--- config.mk ---
export PLATFORM = sky130hd
export DESIGN_NAME = uart_bus_ctrl_flat
export DESIGN_NICKNAME = d
export VERILOG_FILES = /design/src/rtl/uart_pkg.sv /design/src/rtl/uart_bus_ctrl_if.sv /design/src/rtl/sync_fifo.sv /design/src/rtl/uart_bus_ctrl.sv /design/src/flat_wrapper.sv
export SDC_FILE = /design/constraint.sdc
export NUM_CORES = 1
export LEC_CHECK = 0
export CORE_ASPECT_RATIO = 1.5
export CORE_MARGIN = 2
export CORE_UTILIZATION = 59
export DETAILED_ROUTE_END_ITERATION = 7
export GPL_TIMING_DRIVEN = 0
export PLACE_DENSITY = 0.79
export SKIP_LAST_GASP = 1
export SYNTH_ARGS = -nofsm -noshare
export SYNTH_HDL_FRONTEND = slang
export SYNTH_SLANG_ARGS = --single-unit
--- constraint.sdc ---
create_clock -name clk -period 4.59 [get_ports clk]
set_clock_uncertainty 0.15 [all_clocks]
set_input_delay 1.377 -clock clk [delete_from_list [all_inputs] [get_ports clk]]
set_output_delay 1.377 -clock clk [all_outputs]
set_load 0.02 [all_outputs]
--- src/rtl/uart_pkg.sv ---
// Shared constants and types for the 6502-side UART bus controller.
package uart_pkg;
  localparam logic [1:0] REG_DATA   = 2'd0;
  localparam logic [1:0] REG_STATUS = 2'd1;
  localparam logic [1:0] REG_CTRL   = 2'd2;
  localparam logic [1:0] REG_CMD    = 2'd3;

  localparam int ST_RX_AVAIL = 0;
  localparam int ST_TX_SPACE = 1;
  localparam int ST_RX_OVR   = 2;
  localparam int ST_TX_IDLE  = 3;
  localparam int ST_TX_OVR   = 4;
  localparam int ST_IRQ      = 7;

  localparam int CTRL_RX_IE = 0;
  localparam int CTRL_TX_IE = 1;

  localparam int CMD_TX_FLUSH = 0;
  localparam int CMD_RX_FLUSH = 1;
  localparam int CMD_CLR_OVR  = 2;

  typedef enum logic [1:0] {IDLE, LOAD, KICK, BUSY} tx_state_t;
endpackage

--- src/rtl/uart_bus_ctrl_if.sv ---
// CPU bus and UART handshake signals seen by the bus controller.
interface uart_bus_ctrl_if;
  logic       cs;
  logic       rw;
  logic [1:0] addr;
  logic [7:0] data_in;
  logic [7:0] data_out;
  logic       irq_n;
  logic       uart_tx_write;
  logic [7:0] uart_tx_data;
  logic       uart_tx_finished;
  logic       uart_rx_ready;
  logic [7:0] uart_rx_data;

  modport slave (
    input  cs, rw, addr, data_in, uart_tx_finished, uart_rx_ready, uart_rx_data,
    output data_out, irq_n, uart_tx_write, uart_tx_data
  );
  modport master (
    output cs, rw, addr, data_in, uart_tx_finished, uart_rx_ready, uart_rx_data,
    input  data_out, irq_n, uart_tx_write, uart_tx_data
  );
endinterface

--- src/rtl/sync_fifo.sv ---
// Falling-edge synchronous FIFO; push while full is accepted only alongside a pop.
module sync_fifo #(
  parameter  int WIDTH = 8,
  parameter  int DEPTH = 8,
  localparam int AW    = $clog2(DEPTH)
) (
  input  logic             clk,
  input  logic             n_reset,
  input  logic             push,
  input  logic             pop,
  input  logic             flush,
  input  logic [WIDTH-1:0] din,
  output logic             full,
  output logic             empty,
  output logic [WIDTH-1:0] head,
  output logic [AW:0]      count
);
  logic [WIDTH-1:0] mem [DEPTH];
  logic [AW-1:0]    rd_ptr, wr_ptr;
  logic             do_push, do_pop;

  assign empty   = (count == '0);
  assign full    = (count == (AW+1)'(DEPTH));
  assign do_pop  = pop & ~empty;
  assign do_push = push & (~full | do_pop);
  assign head    = mem[rd_ptr];

  // Flush beats any coincident push or pop.
  always_ff @(negedge clk) begin
    if (!n_reset || flush) begin
      rd_ptr <= '0;
      wr_ptr <= '0;
      count  <= '0;
    end else begin
      if (do_push) wr_ptr <= wr_ptr + 1'b1;
      if (do_pop)  rd_ptr <= rd_ptr + 1'b1;
      case ({do_push, do_pop})
        2'b10:   count <= count + 1'b1;
        2'b01:   count <= count - 1'b1;
        default: ;
      endcase
    end
  end

  always_ff @(negedge clk) begin
    if (do_push) mem[wr_ptr] <= din;
  end
endmodule

--- src/rtl/uart_bus_ctrl.sv ---
// Memory-mapped UART controller: register decode, TX sequencing FSM, sticky flags, IRQ.
module uart_bus_ctrl
  import uart_pkg::*;
#(
  parameter int TX_DEPTH = 8,
  parameter int RX_DEPTH = 8
) (
  input logic            clk,
  input logic            n_reset,
  uart_bus_ctrl_if.slave bus
);
  localparam int TAW = $clog2(TX_DEPTH);
  localparam int RAW = $clog2(RX_DEPTH);

  tx_state_t    state, state_nxt;
  logic         cpu_wr, cpu_rd, cmd_wr, ctrl_wr;
  logic         tx_push, tx_pop, tx_flush, tx_full, tx_empty;
  logic         rx_pop, rx_flush, rx_full, rx_empty, rx_pop_eff;
  logic [7:0]   tx_head, rx_head, tx_hold, rd_mux;
  logic [TAW:0] tx_count;
  logic [RAW:0] rx_count;
  logic         tx_drop, rx_drop, ovr_clr;
  logic         rx_ovr, tx_ovr, rx_ie, tx_ie;
  logic         rx_avail, tx_space, tx_idle, irq;

  assign cpu_wr  = bus.cs & ~bus.rw;
  assign cpu_rd  = bus.cs &  bus.rw;
  assign cmd_wr  = cpu_wr & (bus.addr == REG_CMD);
  assign ctrl_wr = cpu_wr & (bus.addr == REG_CTRL);

  assign tx_push  = cpu_wr & (bus.addr == REG_DATA);
  assign tx_flush = cmd_wr & bus.data_in[CMD_TX_FLUSH];
  assign rx_flush = cmd_wr & bus.data_in[CMD_RX_FLUSH];
  assign ovr_clr  = cmd_wr & bus.data_in[CMD_CLR_OVR];
  assign rx_pop   = cpu_rd & (bus.addr == REG_DATA);

  // A full FIFO still takes a byte when the head leaves in the same cycle.
  assign rx_pop_eff = rx_pop & ~rx_empty;
  assign tx_drop    = tx_push & tx_full & ~tx_pop;
  assign rx_drop    = bus.uart_rx_ready & rx_full & ~rx_pop_eff;

  sync_fifo #(.WIDTH(8), .DEPTH(TX_DEPTH)) u_tx_fifo (
    .clk(clk), .n_reset(n_reset), .push(tx_push), .pop(tx_pop), .flush(tx_flush),
    .din(bus.data_in), .full(tx_full), .empty(tx_empty), .head(tx_head), .count(tx_count)
  );

  sync_fifo #(.WIDTH(8), .DEPTH(RX_DEPTH)) u_rx_fifo (
    .clk(clk), .n_reset(n_reset), .push(bus.uart_rx_ready), .pop(rx_pop), .flush(rx_flush),
    .din(bus.uart_rx_data), .full(rx_full), .empty(rx_empty), .head(rx_head), .count(rx_count)
  );

  always_ff @(negedge clk) begin
    if (!n_reset) state <= IDLE;
    else          state <= state_nxt;
  end

  // The head is popped on the way into LOAD so tx_data is stable for the whole frame.
  always_comb begin
    state_nxt = state;
    tx_pop    = 1'b0;
    unique case (state)
      IDLE: if (!tx_empty && !tx_flush) begin
        state_nxt = LOAD;
        tx_pop    = 1'b1;
      end
      LOAD:    state_nxt = KICK;
      KICK:    state_nxt = BUSY;
      BUSY:    if (bus.uart_tx_finished) state_nxt = IDLE;
      default: state_nxt = IDLE;
    endcase
  end

  always_ff @(negedge clk) begin
    if (!n_reset) begin
      tx_hold <= 8'h00;
      rx_ovr  <= 1'b0;
      tx_ovr  <= 1'b0;
      rx_ie   <= 1'b0;
      tx_ie   <= 1'b0;
    end else begin
      if (tx_pop) tx_hold <= tx_head;
      if (rx_drop)      rx_ovr <= 1'b1;
      else if (ovr_clr) rx_ovr <= 1'b0;
      if (tx_drop)      tx_ovr <= 1'b1;
      else if (ovr_clr) tx_ovr <= 1'b0;
      if (ctrl_wr) begin
        rx_ie <= bus.data_in[CTRL_RX_IE];
        tx_ie <= bus.data_in[CTRL_TX_IE];
      end
    end
  end

  assign rx_avail = (rx_count != '0);
  assign tx_space = (tx_count != (TAW+1)'(TX_DEPTH));
  assign tx_idle  = (state == IDLE) & tx_empty;
  assign irq      = (rx_ie & rx_avail) | (tx_ie & tx_idle);

  always_comb begin
    rd_mux = 8'h00;
    case (bus.addr)
      REG_DATA:   rd_mux = rx_empty ? 8'h00 : rx_head;
      REG_STATUS: begin
        rd_mux[ST_RX_AVAIL] = rx_avail;
        rd_mux[ST_TX_SPACE] = tx_space;
        rd_mux[ST_RX_OVR]   = rx_ovr;
        rd_mux[ST_TX_IDLE]  = tx_idle;
        rd_mux[ST_TX_OVR]   = tx_ovr;
        rd_mux[ST_IRQ]      = irq;
      end
      REG_CTRL: begin
        rd_mux[CTRL_RX_IE] = rx_ie;
        rd_mux[CTRL_TX_IE] = tx_ie;
      end
      default: rd_mux = 8'h00;
    endcase
  end

  assign bus.data_out      = rd_mux;
  assign bus.irq_n         = ~irq;
  assign bus.uart_tx_write = (state == KICK);
  assign bus.uart_tx_data  = tx_hold;
endmodule
--- src/flat_wrapper.sv ---
// flat-port wrapper written by rule: the top's interface ports become plain ports
module uart_bus_ctrl_flat import uart_pkg::*;
#(
  parameter int TX_DEPTH = 8,
  parameter int RX_DEPTH = 8
)
  (clk, n_reset, bus_cs, bus_rw, bus_addr, bus_data_in, bus_uart_tx_finished, bus_uart_rx_ready, bus_uart_rx_data, bus_data_out, bus_irq_n, bus_uart_tx_write, bus_uart_tx_data);
  uart_bus_ctrl_if bus_i ();
  input logic clk;
  input logic n_reset;
  input wire logic [$bits(bus_i.cs)-1:0] bus_cs;
  input wire logic [$bits(bus_i.rw)-1:0] bus_rw;
  input wire logic [$bits(bus_i.addr)-1:0] bus_addr;
  input wire logic [$bits(bus_i.data_in)-1:0] bus_data_in;
  input wire logic [$bits(bus_i.uart_tx_finished)-1:0] bus_uart_tx_finished;
  input wire logic [$bits(bus_i.uart_rx_ready)-1:0] bus_uart_rx_ready;
  input wire logic [$bits(bus_i.uart_rx_data)-1:0] bus_uart_rx_data;
  output wire logic [$bits(bus_i.data_out)-1:0] bus_data_out;
  output wire logic [$bits(bus_i.irq_n)-1:0] bus_irq_n;
  output wire logic [$bits(bus_i.uart_tx_write)-1:0] bus_uart_tx_write;
  output wire logic [$bits(bus_i.uart_tx_data)-1:0] bus_uart_tx_data;
  assign bus_i.cs = bus_cs;
  assign bus_i.rw = bus_rw;
  assign bus_i.addr = bus_addr;
  assign bus_i.data_in = bus_data_in;
  assign bus_i.uart_tx_finished = bus_uart_tx_finished;
  assign bus_i.uart_rx_ready = bus_uart_rx_ready;
  assign bus_i.uart_rx_data = bus_uart_rx_data;
  assign bus_data_out = bus_i.data_out;
  assign bus_irq_n = bus_i.irq_n;
  assign bus_uart_tx_write = bus_i.uart_tx_write;
  assign bus_uart_tx_data = bus_i.uart_tx_data;
  uart_bus_ctrl #(.TX_DEPTH(TX_DEPTH), .RX_DEPTH(RX_DEPTH)) u_core (.clk(clk), .n_reset(n_reset), .bus(bus_i));
endmodule
After elaboration in Yosys (flattened, before gate mapping)
Memory sizes are Yosys's and may differ from the RTL's. A register that Yosys moved wholly into a read port is not among the register bits.
Index checks and enable logic that the tools add are counted.
Widths: inputs -> output; s select.
Word-level totals
  memory bits (writable): 128
  ROM bits: 0
  latch bits: 0
  logic and storage cells: 105
  register bits: 26
  memories kept: 2
  input port bits: 24
  output and inout bits: 18
Memory list
  u_core.u_rx_fifo.mem: depth 8, bits a word 8, read ports 1, clocked after Yosys merged registers in 1, wr ports 1, RTL line sync_fifo.sv:18  | logic [WIDTH-1:0] mem [DEPTH];
  u_core.u_tx_fifo.mem: depth 8, bits a word 8, read ports 1, clocked after Yosys merged registers in 1, wr ports 1, RTL line sync_fifo.sv:18
Cells by class
  shifts and indexed selects: 0
  multiplexer cells: 21
  reduce and logical (&&, ||, !) cells: 17
  eq/ne operators: 15
  div/mod/pow operators: 0
  bitwise operators: 31
  $lt $le $gt $ge: 0
  $add $sub $neg: 8
  multipliers: 0
Operator list (number)
  $and 1x1->1: 20
  $pmux 4 s2: 2
  $add 3x1->3 const B: 4
  $eq 2x2->1 const B: 6
  $mux 1: 9
  $add 4x1->4 const B: 2
  $eq 2x1->1 const B: 4
  $eq 4x4->1 const B: 2
  $logic_not 4->1: 2
  $mux 8: 1
  $not 1->1: 8
  $pmux 2 s4: 1
  $reduce_bool 2->1: 4
  $sub 4x1->4 const B: 2
  $mux 2: 3
  $mux 3: 2
  $pmux 2 s3: 1
  $pmux 3 s2: 1
  $logic_not 1->1: 4
  $logic_not 2->1: 2
  $ne 4x4->1 const B: 1
  $reduce_bool 4->1: 1
  $or 1x1->1: 3
  $logic_or 1x1->1: 2
  other kinds (5): 5

Longest topological paths before layout
Gate-level depths: netlist of run 1.
  word-level depth: 13
  mapped depth: 11
  gate-level depth less buffers: 10

Cells and area by module
A second synthesis of run 1 with hierarchy kept.
Unflattened totals
  cell total of the unflattened synthesis: 462
  area total of the unflattened synthesis: 7279.5 um^2
By module, submodules not included
  sync_fifo: times used 2, seq. area each 2182.1 um^2, area each 3191.8 um^2, cells each 179
  uart_bus_ctrl: times used 1, seq. area each 280.3 um^2, area each 895.9 um^2, cells each 104

==> results of run 1 <==
[final cells by class]
class | instances | area, um2 | share of cell area [%]
Inverter | 12 | 50.0 | 0.495
Sequential cell | 165 | 4600 | 45.5
Tap cell | 147 | 184 | 1.82
Clock inverter | 179 | 788 | 7.79
Buffer | 12 | 113 | 1.11
Clock buffer | 17 | 425 | 4.20
Multi-Input combinational cell | 227 | 2710 | 26.8
Timing Repair Buffer | 103 | 1240 | 12.3
[worst max path at each step]
stage / start / end / slack (ps) / depth (start not counted)
floorplan: bus_addr[1] / u_core.u_rx_fifo.count[3]$_SDFFE_NP0P_ / -1070 / 11
global placement: bus_addr[0] / u_core.u_tx_fifo.mem[0][7]$_DFFE_NP_ / -1840 / 6
detailed placement: bus_addr[0] / u_core.u_rx_fifo.count[3]$_SDFFE_NP0P_ / -1870 / 11
CTS: flop / bus_data_out[0] / -1320 / 6
global route: flop / bus_data_out[2] / -1500 / 7
finish: flop / bus_data_out[0] / -1430 / 6
[critical path, cell delays in order (launching register included)]
cell and delay [ps]:
dfxtp_2 360, buf_12 130, buf_6 110, mux4_2 510, a211oi_2 320, o31ai_2 110, buf_4 160
[Yosys cell counts (all sizes together)]
cell type	count
a21oi	17
ha	12
a31oi	2
mux2i	22
nor4	3
mux4	32
buf	11
a2bb2oi	1
nand3	3
nand2b	9
o21a	1
nor4bb	1
a22o	1
o21ai	4
a211oi	13
nor2	49
nor3b	1
edfxtp	128
or3	3
nand4	1
dfxtp	37
nor2b	2
and3	1
fa	1
nand3b	1
and4b	1
clkbuf	8
inv	13
nand2	19
nand4bb	1
nor3	6
nor4b	1
xnor2	6
a21o	2
o31ai	2
or4b	1
o22ai	2
xor2	6
[logic make-up after synthesis]
family | share of synthesized area [%]
AND/OR/NAND/NOR | 7.42
buffers and inverters | 2.11
adder cells (fa/ha/maj) | 2.52
multiplexers | 13.9
flip-flops | 67.9
AO/OA/AOI/OAI | 4.51
XOR/XNOR | 1.56
[report_power, final]
part           internal (uW)  switching (uW)
Combinational            660             696
Clock                   1020            1200
Sequential              1710             103
Total                   3390            2000
[sequential cells by signal, summed over array words and instances, names as in the netlist, named ones only]
register                 count
u_core.bus.uart_tx_data      8
u_core.rx_ie                 1
u_core.rx_ovr                1
u_core.state                 2
u_core.tx_ie                 1
u_core.tx_ovr                1
u_core.u_rx_fifo.count       4
u_core.u_rx_fifo.mem        64
u_core.u_rx_fifo.rd_ptr      3
u_core.u_rx_fifo.wr_ptr      3
u_core.u_tx_fifo.count       4
u_core.u_tx_fifo.mem        64
u_core.u_tx_fifo.rd_ptr      3
u_core.u_tx_fifo.wr_ptr      3
[placed cells by master, fill, tap and decap left out, types with 4 or more instances in the layout]
cell type / n
inv_8: 6
buf_4: 18
ha_4: 5
inv_1: 172
nor2_1: 30
buf_12: 22
a211oi_2: 9
clkdlybuf4s50_1: 16
buf_2: 6
nor3_4: 4
xnor2_1: 4
edfxtp_1: 128
dfxtp_1: 24
a21oi_1: 6
buf_6: 38
clkbuf_16: 17
mux2i_1: 18
ha_1: 6
inv_4: 5
nand2_1: 12
a21oi_2: 8
mux4_2: 32
buf_8: 7
nand2b_1: 6
nor2_4: 18
dfxtp_2: 12
[per-layer routing]
| metal | track usage, % | part of all wire, % | vias up |
|---|---|---|---|
| met4 | 23.4 | 5.1 | 0 |
| met1 | 32.6 | 33 | 2586 |
| met3 | 10.4 | 8.0 | 121 |
| met5 | 0 | 0 | - |
| met2 | 59.1 | 54 | 399 |
| li1 | - | - | 2185 |
[stage by stage]
step / cell area (um2) / power (uW)
after global routing: 10100 / 5610
after CTS: 9900 / 5080
after global placement: 7720 / 2820
final: 10100 / 5390
after floorplan: 7130 / 2580
after detailed placement: 7720 / 2840
[repair_timing]
item | in CTS | in global routing
gates cloned | 3 | 0
pin swaps | 43 | 44
setup endpoints to repair | 183 | 183
resized for setup | 217 | 71
setup buffers | 50 | 22
==> impl_results.md, run 1 <==
- Ant. Diodes: 0
- Post-synthesis cell count: 424
- CTS tree: built
- Drt pass-1 iters: 7
- Worst hold slack: 374 ps
- Worst hold path type: reg -> reg
- Starting Density: 60.7%
- Clk Latency, worst-skew pair: 500 ps
- Vias in the first global route: 5712
- Max_cap viols: 0
- Power Dens Cells: 533 mW/mm2
- Vias: 5291
- Clk buf depth: 2
- Synth warn: 0
- Mapped Avg Cell Area: 15.9 um2
- Critical Path RT: 3060 ps
- Clock buffer count from CTS: 17
- # fillers: 360
- Seq/Total Area, Yosys: 67.9%
- Worst slew pin tran: 842 ps
- Synth unique cells: 44
- Core area: 0.0111 mm2
- #FFs+latches synth: 165
- R2r endpoint: u_core.u_rx_fifo.count[3]$_SDFFE_NP0P_
- Worst-path clk slew: 90 ps
- Crit start category: flop
- First-pass GRT wire length: 29600 um
- Worst IR Drop VDD: 0.390 mV
- Hold path cells: 2
- Crit Path Class: reg -> out
- Leakage: 0.00408 uW
- Area growth syn-to-layout: 50.0%
- Die width: 91.3 um
- Hpwl dp: 9180 um
- Layout cells sized above 1: 37.3%
- Reg-to-reg slack, setup: 1800 ps
- Row cnt: 47
- Chip Height: 135 um
- # DRC: 0
- Most area-consuming cells after synthesis: edfxtp_1, dfxtp_1, mux4_2, mux2i_1, nor2_1
- Worst Hold Path EP: u_core.bus.uart_tx_data[0]$_SDFFE_NN0N_
- Port Buf Inserts: 41
- Via-to-Cell Ratio: 6.14
- Overflow after GRT: 0
- Layout Nets: 740
- Post-synth top area share: 57.0%
- Post-route ant nets: 0
- Violated checks: setup timing
- Post-DR wirelength/cell: 25.7 um
- Setup TNS: -91900 ps
- Pin count of the biggest net entering global routing: 17
- Final wirelength: 22200 um
- Number of H-tree levels: 4
- CP Max Fanout: 6
- Max-slew violations: 0
- CTS Sinks: 165
- Cell total after placement: 612
- Non-Filler Instances: 862
- All-Layer GR Usage: 33.3%
- Die area: 0.0123 mm2
- Root buffer cell: clkbuf_16
- Antenna violations before repair: 0
- Crit path capture type: primary output
- Dpl ws: -1870 ps
- I/O Pins: 42
- # hold bufs at CTS: 0
- Reg2reg start: u_core.u_rx_fifo.count[1]$_SDFFE_NP0P_
- Initial drt markers: 579
- Unrepaired setup endpoints after global routing: true
- Reg2Reg Depth: 10
- Cell taking the most area after synthesis: edfxtp_1
- Setup violators final: 177
- Final Hold Viols: 0
- RD Place Congestion: 0.796
- Post-Syn Area: 0.00675 mm2
- Final worst slack: -1430 ps
- Worst path arrival time: 4490 ps
- Status: complete, but fails checks
- Slew HR: 43.9%
- Syn nets: 461
- Finished Core Util: 91.0%
- HP Start: u_core.bus.uart_tx_data[0]$_SDFFE_NN0N_
(Power assumes the default switching activity.)
==> inputs of run 2 (changes only) <==
--- a/config.mk
+++ b/config.mk
@@ -8,6 +8,7 @@
 export CORE_ASPECT_RATIO = 1.5
 export CORE_MARGIN = 2
 export CORE_UTILIZATION = 59
+export CTS_CLUSTER_DIAMETER = 60
 export DETAILED_ROUTE_END_ITERATION = 7
 export GPL_TIMING_DRIVEN = 0
 export PLACE_DENSITY = 0.79
==> results of run 2 <==
The final DEF is identical to that of run 1; final timing and power are the same.
==> inputs of run 3 (changes only) <==
--- a/config.mk
+++ b/config.mk
@@ -5,13 +5,15 @@
 export SDC_FILE = /design/constraint.sdc
 export NUM_CORES = 1
 export LEC_CHECK = 0
+export ABC_AREA = 1
 export CORE_ASPECT_RATIO = 1.5
 export CORE_MARGIN = 2
-export CORE_UTILIZATION = 59
-export CTS_CLUSTER_DIAMETER = 60
+export CORE_UTILIZATION = 60
+export CTS_CLUSTER_DIAMETER = 80
 export DETAILED_ROUTE_END_ITERATION = 7
+export DONT_BUFFER_PORTS = 1
 export GPL_TIMING_DRIVEN = 0
-export PLACE_DENSITY = 0.79
+export PLACE_DENSITY = 0.76
 export SKIP_LAST_GASP = 1
 export SYNTH_ARGS = -nofsm -noshare
 export SYNTH_HDL_FRONTEND = slang
==> impl_results.md, run 3 <==
- Status: complete, but fails checks
- Violated checks: setup timing
- Largest family of logic cells by synthesized area: simple AND/OR/NAND/NOR gates
- Antenna violations before repair: 0 (unchanged)
- Drt pass-1 iters: 8 (+1)
- Row cnt: 48 (+2.1%)
- Post-synthesis cell count: 632 (+49%)
- Critical Path RT: 3060 ps (about the same)
- Layout cells sized above 1: 26.6% (-11 points)
- Worst-path clk slew: 50 ps (-40 ps)
- Slew HR: 55.5% (+12 points)
- Post-route ant nets: 0 (unchanged)
- Post-Syn Area: 0.00692 mm2 (+2.6%)
- RD Place Congestion: 0.888 (+12%)
- Most common cell in the synthesized netlist: edfxtp_1
- Area growth syn-to-layout: 40.4%
- Post-synth EDFFs: 128 (unchanged)
- Final wirelength: 23000 um (+3.8%)
- Seq/Total Area, Yosys: 66.2% (-1.7 points)
- Final worst slack: -1150 ps (+279 ps)
- # fillers: 491 (+36%)
- Via-to-Cell Ratio: 6.19 (+0.89%)
- Leakage: 0.00407 uW (-0.13%)
- Vias in the first global route: 6711 (+17%)
- Setup TNS: -48600 ps (+43300 ps)
- Post-synthesis mux area share: 0% (-14 points)
- Max_cap viols: 0 (unchanged)
- Post-synthesis adder-cell area fraction: 2.46% (-0.064 points)
- M1 wire length: 6970 um (-3.3%)
- Clock buffer count from CTS: 17 (unchanged)
- Crit Path Class: reg -> out
- Non-Filler Instances: 1042 (+21%)
- Synth unique cells: 38 (-14%)
- # hold bufs at CTS: 0 (unchanged)
- Root buffer cell: clkbuf_16
- Clk Latency, worst-skew pair: 490 ps (about the same)
- First-pass GRT wire length: 32100 um (+8.6%)
- CTS Sinks: 165 (unchanged)
- Final Hold Viols: 0 (unchanged)
- Vias: 6453 (+22%)
- Core area: 0.0114 mm2 (+2.7%)
- Worst path arrival time: 4210 ps (-280 ps)
- Most frequent cells in the layout: inv_1, edfxtp_1, nor2_1, o21ai_0, nand2_1
- Mapped Avg Cell Area: 11.0 um2 (-31%)
- Number of H-tree levels: 4 (unchanged)
- Starting Density: 60.7% (about the same)
- Overflow after GRT: 0 (unchanged)
- Die width: 91.7 um (+0.43%)
- Pin count of the biggest net entering global routing: 17 (unchanged)
- # DRC: 0 (unchanged)
- Ys flop type: edfxtp_1
- Synth warn: 0 (unchanged)
- Clk buf depth: 2 (unchanged)
- Chip Height: 136 um (+0.44%)
- Post-DR wirelength/cell: 22.1 um (-14%)
- #FFs+latches synth: 165 (unchanged)
- Cell total after placement: 782 (+28%)
- Setup violators final: 158 (-11%)
- Most area-consuming cells after synthesis: edfxtp_1, dfxtp_1, nor2_1, o21ai_0, nand2_1
- Port Buf Inserts: 0 (-100%)
- CP Max Fanout: 6 (unchanged)
- Hpwl dp: 10600 um (+16%)
- Layout Nets: 917 (+24%)
- Overall Power: 4920 uW (-8.8%)
- Worst slew pin tran: 668 ps (-175 ps)
- Initial drt markers: 753 (+30%)
- I/O Pins: 42 (unchanged)
- Syn nets: 669 (+45%)
- Crit start category: flop
- All-Layer GR Usage: 34.4% (+1.1 points)
- CTS tree: built
- Unrepaired setup endpoints after global routing: true
- Die area: 0.0124 mm2 (+0.87%)
- Worst IR Drop VDD: 0.498 mV (+28%)
- Post-synthesis compound-gate area fraction: 13.5% (+9.0 points)
- Commonest cells in the synthesized netlist: edfxtp_1, nor2_1, o21ai_0
- Simple-Gate Fraction of Synth Area: 13.9% (+6.5 points)
- Power Dens Cells: 506 mW/mm2 (-5.1%)
- Finished Core Util: 85.2% (-5.9 points)
- Max-slew violations: 0 (unchanged)
- Worst hold path type: reg -> reg
- Cell taking the most area after synthesis: edfxtp_1
- Uppermost routed layer: met4
- Ant. Diodes: 0 (unchanged)
- Post-synth top area share: 55.5% (-1.5 points)
- Crit path capture type: primary output
- Most common cell after layout, fill and taps aside: inv_1
- Post-synthesis xor/xnor area fraction: 0.126% (-1.4 points)
- Async S/R FF share, synth: 0% (unchanged)
- Met3 routed WL: 2180 um (+22%)
- Worst hold slack: 331 ps (-43.0 ps)
- Met2 wire length: 12300 um (+2.5%)
[run 3: changes by cell type after synthesis, moves of 13 or more]
| cell | before | now |
|---|---|---|
| a21oi_1 | 16 | 35 |
| nor2_1 | 49 | 114 |
| nand3_1 | 3 | 16 |
| o211ai_1 | 0 | 21 |
| mux2i_1 | 22 | 0 |
| mux4_2 | 32 | 0 |
| nand2_1 | 19 | 62 |
| inv_1 | 13 | 38 |
| o21ai_0 | 4 | 85 |
[run 3: metal layers]
metal,global-route usage [%],vias up
li1,-,2735
met1,30.8,3039
met2,63.5,523
met3,12.4,156
met4,23.2,0
met5,0,-
[run 3: worst paths after layout]
path	cells past startpoint	end	slack, ps	start
setup / recovery	8	bus_data_out[0]	-1150	flop
hold / removal	2	flop	330	u_core.u_rx_fifo.rd_ptr[2]$_SDFFE_NP0N_
setup reg to reg	17	u_core.u_rx_fifo.count[3]$_SDFFE_NP0P_	1830	u_core.u_rx_fifo.count[1]$_SDFFE_NP0P_
hold reg to reg	2	flop	330	u_core.u_rx_fifo.rd_ptr[2]$_SDFFE_NP0N_
[run 3: layout make-up]
cell class / count / area [um2] / area share, %
plain buffers: 23 / 163 / 1.67
flip-flops and latches: 165 / 4630 / 47.6
clock inverters: 179 / 796 / 8.19
well taps: 150 / 188 / 1.93
repair buffers: 65 / 749 / 7.71
inverters: 44 / 198 / 2.03
multi-input cells: 399 / 2570 / 26.5
clock buffers: 17 / 425 / 4.38
[run 3: stage by stage]
step	setup slack, ps	cell area [um2]
after floorplan	-718	7220
after global placement	-893	7410
after detailed placement	-920	7410
after CTS	-991	9440
after global routing	-1190	9720
final	-1150	9720
[run 3: report_power, final]
| part | internal, uW | leakage [uW] | switching, uW |
|---|---|---|---|
| Clock | 1020 | 0.00117 | 1170 |
| Combinational | 333 | 0.00143 | 572 |
| Sequential | 1720 | 0.00147 | 107 |
| Total | 3070 | 0.00407 | 1850 |
[run 3: kinds of logic after synthesis]
family,count (synthesis)
simple gates,220
buf+inv,68
compound gates,165
xor+xnor,1
flops,165
fa+ha+maj,13
[run 3: timing repair]
action                     CTS  global route
setup endpoints to repair  151           167
setup buffers               48            16
pin swaps                   46            41
gates cloned                 2             0
resized for setup           80            49
[run 3: worst max-delay path: stages (launching register included)]
cell and delay (ps):
dfxtp_4 390, inv_6 90, buf_2 170, nor2_1 50, o22ai_1 210, nand2_1 110, o21ai_1 130, nand3_1 140
nand2_2 160
